[config.mk]
export PLATFORM = sky130hd
export DESIGN_NAME = cache_mem_arbiter
export DESIGN_NICKNAME = d
export VERILOG_FILES = /design/src/rtl/cache_mem_arbiter_pkg.sv /design/src/rtl/cache_mem_arbiter.sv
export SDC_FILE = /design/constraint.sdc
export NUM_CORES = 1
export LEC_CHECK = 0
export ABC_CLOCK_PERIOD_IN_PS = 1500
export BUFFER_PORTS_ARGS = -buffer_cell sky130_fd_sc_hd__buf_4
export CORE_UTILIZATION = 38
export DETAILED_ROUTE_END_ITERATION = 8
export GPL_TIMING_DRIVEN = 0
export HOLD_SLACK_MARGIN = 0.05
export PLACE_DENSITY = 0.77
export SLEW_MARGIN = 20
export SYNTH_ARGS = -nofsm -noshare
export SYNTH_HDL_FRONTEND = slang
export SYNTH_SLANG_ARGS = --single-unit
[constraint.sdc]
create_clock -name CLK -period 1.5 [get_ports CLK]
set_input_delay 0 -clock CLK [delete_from_list [all_inputs] [get_ports CLK]]
set_output_delay 0 -clock CLK [all_outputs]
set_load 0.01 [all_outputs]
[src/rtl/cache_mem_arbiter_pkg.sv]
// Package: cache_mem_arbiter_pkg
// Purpose: Shared types and constants for the i/d cache to RAM arbiter.
//   word_t      - 32-bit memory word
//   ramstate_t  - status reported by the single-port RAM
//   arb_state_t - arbiter FSM state (which requester owns the RAM)
//   STARVE_LIM/CNT_W - default starvation limit and counter width
package cache_mem_arbiter_pkg;

  localparam int WORD_W           = 32;
  localparam int STARVE_LIM_DFLT  = 4;
  localparam int CNT_W_DFLT       = 3;

  typedef logic [WORD_W-1:0] word_t;

  typedef enum logic [1:0] {
    FREE   = 2'd0,
    BUSY   = 2'd1,
    ACCESS = 2'd2,
    ERROR  = 2'd3
  } ramstate_t;

  typedef enum logic [1:0] {
    IDLE  = 2'd0,
    GNT_I = 2'd1,
    GNT_D = 2'd2
  } arb_state_t;

endpackage

[src/rtl/cache_mem_arbiter.sv]
// Module: cache_mem_arbiter
// Purpose: Arbitrates one shared single-port RAM between the icache and the
//   dcache. The data side has priority; a starvation counter forces an
//   instruction fetch after STARVE_LIM consecutive data completions while a
//   fetch is pending. One transaction is outstanding at a time and every
//   transaction returns to IDLE for one cycle before the next grant.
// Ports:
//   CLK, nRST                    - clock (rising edge), async active-low reset
//   iREN, iaddr                  - icache read request and word address
//   iwait, iload                 - icache wait (low on completion) and data
//   dREN, dWEN, daddr, dstore    - dcache read/write request, address, data
//   dwait, dload                 - dcache wait (low on completion) and data
//   ramREN, ramWEN, ramaddr,
//   ramstore                     - RAM strobes, address and write data
//   ramload, ramstate            - RAM read data and status
module cache_mem_arbiter
  import cache_mem_arbiter_pkg::*;
#(
  parameter int STARVE_LIM = STARVE_LIM_DFLT,
  parameter int CNT_W      = CNT_W_DFLT
) (
  input  logic              CLK,
  input  logic              nRST,
  input  logic              iREN,
  input  logic [WORD_W-1:0] iaddr,
  output logic              iwait,
  output logic [WORD_W-1:0] iload,
  input  logic              dREN,
  input  logic              dWEN,
  input  logic [WORD_W-1:0] daddr,
  input  logic [WORD_W-1:0] dstore,
  output logic              dwait,
  output logic [WORD_W-1:0] dload,
  output logic              ramREN,
  output logic              ramWEN,
  output logic [WORD_W-1:0] ramaddr,
  output logic [WORD_W-1:0] ramstore,
  input  logic [WORD_W-1:0] ramload,
  input  ramstate_t         ramstate
);

  localparam logic [CNT_W-1:0] LIM = CNT_W'(STARVE_LIM);
  localparam logic [CNT_W-1:0] ONE = CNT_W'(1);

  arb_state_t        state_q, state_d;
  logic [CNT_W-1:0]  starve_q, starve_d;
  word_t             addr_q, addr_d;
  word_t             store_q, store_d;
  logic              wen_q, wen_d;

  logic              d_req;

  assign d_req = dREN | dWEN;

  always_ff @(posedge CLK or negedge nRST) begin
    if (!nRST) begin
      state_q  <= IDLE;
      starve_q <= '0;
      addr_q   <= '0;
      store_q  <= '0;
      wen_q    <= 1'b0;
    end else begin
      state_q  <= state_d;
      starve_q <= starve_d;
      addr_q   <= addr_d;
      store_q  <= store_d;
      wen_q    <= wen_d;
    end
  end

  // RAM outputs depend only on registered state, so they stay stable while
  // the RAM reports FREE/BUSY. Waits and load data are combinational on
  // ramstate so completion is visible in the ACCESS cycle itself.
  always_comb begin
    state_d  = state_q;
    starve_d = starve_q;
    addr_d   = addr_q;
    store_d  = store_q;
    wen_d    = wen_q;
    ramREN   = 1'b0;
    ramWEN   = 1'b0;
    ramaddr  = '0;
    ramstore = '0;
    iwait    = 1'b1;
    dwait    = 1'b1;
    iload    = '0;
    dload    = '0;

    case (state_q)
      IDLE: begin
        // A saturated counter with a pending fetch overrides data priority.
        if ((starve_q == LIM) && iREN) begin
          state_d = GNT_I;
          addr_d  = iaddr;
          store_d = dstore;
          wen_d   = dWEN;
        end else if (d_req) begin
          state_d = GNT_D;
          addr_d  = daddr;
          store_d = dstore;
          wen_d   = dWEN;
        end else if (iREN) begin
          state_d = GNT_I;
          addr_d  = iaddr;
          store_d = dstore;
          wen_d   = dWEN;
        end
      end

      GNT_I: begin
        ramREN   = 1'b1;
        ramaddr  = addr_q;
        ramstore = store_q;
        // A dropped request wins over a same-cycle ACCESS: nobody wants it.
        if (!iREN) begin
          state_d = IDLE;
        end else if (ramstate == ACCESS) begin
          iwait    = 1'b0;
          iload    = ramload;
          state_d  = IDLE;
          starve_d = '0;
        end else if (ramstate == ERROR) begin
          state_d = IDLE;
        end
      end

      GNT_D: begin
        ramWEN   = wen_q;
        ramREN   = ~wen_q;
        ramaddr  = addr_q;
        ramstore = store_q;
        if (!d_req) begin
          state_d = IDLE;
        end else if (ramstate == ACCESS) begin
          dwait   = 1'b0;
          dload   = ramload;
          state_d = IDLE;
          // Count D completions that happen while a fetch is waiting.
          if (!iREN) begin
            starve_d = '0;
          end else if (starve_q < LIM) begin
            starve_d = starve_q + ONE;
          end
        end else if (ramstate == ERROR) begin
          state_d = IDLE;
        end
      end

      default: begin
        state_d = IDLE;
      end
    endcase
  end

endmodule

==> flow_metrics.py <==
metrics = {
    "floorplan": {
        "rows": 37,
        "die_h_um": 105.1,
        "fp.dieW_um": 105.1,
        "initial_utilization": 0.3910,
        "die_area_sq_um": 11040,
        "coreArea_sq_um": 10320,
        "ios": 267,
    },
    "synthesis": {
        "yosys-top-cells-count": "131 x and2_1, 70 x dfrtp_1, 37 x nand2_1",
        "yosysUniqueCellTypes": 32,
        "synth_top_cell_area_share": 0.4340,
        "synth_async_sr_flop_share": 1.000,
        "synth.area.top_cells": "dfrtp_1 43%, and2_1 20%, mux2i_1 7.9%",
        "syn_area_per_cell_sq_um": 9.942,
        "synthCells": 406,
        "ys_seq_area_frac": 0.4340,
        "synth-edff-count": 0,
        "synth.most_common_cell": "and2_1",
        "synth_top_area_cell": "dfrtp_1",
        "synth_warnings": 0,
        "syn_area_sq_um": 4036,
        "ys_seq_elements": 70,
        "synth_fp_nets": 547,
        "ys.flop_type": "dfrtp_1",
    },
    "power_and_ir_drop": {
        "seqPwrFrac": 0.202,
        "p_int_mw": 11.00,
        "pwr-share-comb": 0.705,
        "power.switching_mw": 6.743,
        "p_sw_frac": 0.3800,
        "irDropWorstVdd_v": 0.001784,
        "powerDensity_nw_per_um2": 1900,
        "power.share.clock": 0.092,
        "leakage_nw": 4.548,
    },
    "clock_tree": {
        "root_buffer": "clkbuf_8",
        "insertion_delay_ps": 350,
        "h-tree-depth": 3,
        "cts_buffers": 9,
        "path_clk_slew_ps": 90,
        "cts_tree": "done",
        "clockBufferDepth": 2,
        "cts_num_sinks": 70,
    },
    "critical_path": {
        "rr_endpoint": "addr_q[7]",
        "crit_slowest_cell": "dfrtp_1",
        "cp_num_cells": 6,
        "cp-start-kind": "register",
        "timing.critical_path.to": "iload[2]",
        "crit_top_cell": "buf_6",
        "path_delay_family": "simple AND/OR/NAND/NOR gates",
        "worstPathCellList": "buf_6 > ha_4 > and4b_4 > clkbuf_8 > and2_4 > buf_6",
        "rrSetupSlack_ps": -240,
        "critical-path-max-stage-delay_ps": 450,
        "cp.required_ps": 1500,
        "cp_num_buf_inv": 3,
        "worst-r2r-cell-count": 8,
        "worstSetupEndpointType": "output pin",
        "arrival_ps": 1880,
        "setup.worst_path.start": "state_q[0]",
        "r2r-start": "starve_q[1]",
        "crit_fanout": 6,
        "critical_path_class": "register to output pin",
    },
    "routing": {
        "remaining_drc_errors": 0,
        "wl_per_cell_um": 24.61,
        "ant_nets": 0,
        "via_per_inst": 5.462,
        "dr.first_iter.drc_count": 293,
        "wl_um": 23730,
        "drt_pass1_iterations": 6,
        "vias": 5265,
    },
    "sta": {
        "slew-limit-headroom": 0.3854,
        "max_freq_mhz": 531.3,
        "final_hold_viol_count": 0,
        "setup_tns_ps": -48800,
        "rsz0062_at_grt": "yes",
        "finClkSkew_ps": 12.70,
        "fin_ws_ps": -382.1,
        "setup_viol": 201,
        "drv_slew": 0,
        "period_share": 1.255,
        "period_minus_slack_ps": 1882,
        "hold-worst-slack_ps": 169.0,
        "worst-slew-pin-transition_ps": 921.9,
    },
    "final_layout": {
        "nets": 963,
        "layout.cells.non_filler": 964,
        "syn_to_final_growth_pct": 131.4,
        "nFillCells": 390,
        "drive_gt1_frac": 0.6566,
        "fin_util": 0.9049,
    },
    "placement": {
        "port_buffers": 265,
        "dp_hpwl_um": 9783,
        "gp_congestion": 0.7722,
        "dpl.cell_count": 807,
    },
    "run": {
        "drv_cap": 0,
    },
    "run_status": {
        "status": "finished with violations",
        "violations": "setup timing",
    },
    "global_route": {
        "gr-total-overflow": 0,
        "grt_antenna_before_repair": 1,
        "first_global_vias": 5195,
        "grt_first_pass_wirelength_um": 27260,
        "grt_max_degree": 71,
        "track_usage": 0.3214,
    },
    "hold_path": {
        "hold_path_depth": 3,
        "hold_class": "input pin to register",
    },
}
==> tightest hold or removal path: stages <==
cell and delay (ps):
buf_2 190, a22oi_1 190, o21ai_1 80
==> timing repair <==
item / in CTS / in global routing
buffers inserted: 13 / 10
hold buffers: 100 / 0
pin swaps: 37 / 37
gates resized for setup: 233 / 225
cloned: 10 / 10
hold endpoints to repair: 137 / 0
endpoints found under the setup margin: 196 / 201
==> worst min path at each step <==
stage | from | end | slack, ps
CTS | iREN | starve_q[2] | 130
floorplan | nRST | addr_q[0] | -300
global route | iREN | starve_q[0] | 190
finish | iREN | starve_q[0] | 170
detailed placement | nRST | addr_q[15] | 180
global placement | nRST | addr_q[15] | 170
==> state kept, by name (all words and copies together) (netlist names) <==
signal and cells:
state_q 2, addr_q 32, store_q 32, wen_q 1
starve_q 3
==> cells in the final DEF, fill, tap and decap left out, drive strengths merged, types with 6 or more instances in the layout <==
cell type and instances:
buf 315, and2 131, dlygate4sd3 100, dfrtp 70, nand2 38, o21ai 37
mux2 32, mux2i 32, clkbuf 32, inv 8, ha 6
==> kinds of logic after synthesis <==
group,Yosys count,synth area share
buffers and inverters,38,0.05208
AOI/OAI and AO/OA,49,0.07161
DFF,70,0.4340
and+or+nand+nor,179,0.2551
muxes,64,0.1686
adders and majority gates,6,0.01860
==> power groups by stage <==
stage / Sequential, mW / Clock (mW) / Combinational [mW]
2_1_floorplan: 3.15 / 0 / 3.76
3_3_place_gp: 3.24 / 0 / 6.47
3_5_place_dp: 3.32 / 0 / 6.61
4_1_cts: 3.33 / 1.60 / 9.16
5_1_grt: 3.62 / 1.72 / 12.9
6_report: 3.59 / 1.64 / 12.5
==> per-layer routing <==
| metal | vias to the layer above | wire, um | track usage |
|---|---|---|---|
| met3 | 140 | 1782 | 0.07361 |
| met2 | 384 | 12120 | 0.5719 |
| met5 | - | 0 | 0 |
| met4 | 0 | 1695 | 0.1408 |
| li1 | 2164 | - | - |
| met1 | 2577 | 8125 | 0.3669 |
==> per-stage QoR <==
stage          area (sq um)  total power [mW]  worst slack [ps]
2_1_floorplan          4036             6.913             74.36
3_3_place_gp           6196             9.715            -436.2
3_5_place_dp           6196             9.929            -446.2
4_1_cts                8352             14.09            -226.6
5_1_grt                9341             18.23            -386.3
6_report               9341             17.75            -382.1
==> cell type report <==
type	count	area, sq um	area share
Timing Repair Buffer	406	4051	0.4337
Multi-Input combinational cell	299	2751	0.2945
Sequential cell	70	1752	0.1875
Buffer	28	380.4	0.04072
Tap cell	136	170.2	0.01822
Clock buffer	13	158.9	0.01701
Clock inverter	3	42.54	0.004554
Inverter	8	32.53	0.003482
Antenna cell	1	2.502	0.0002679
(Power assumes the default switching activity.)
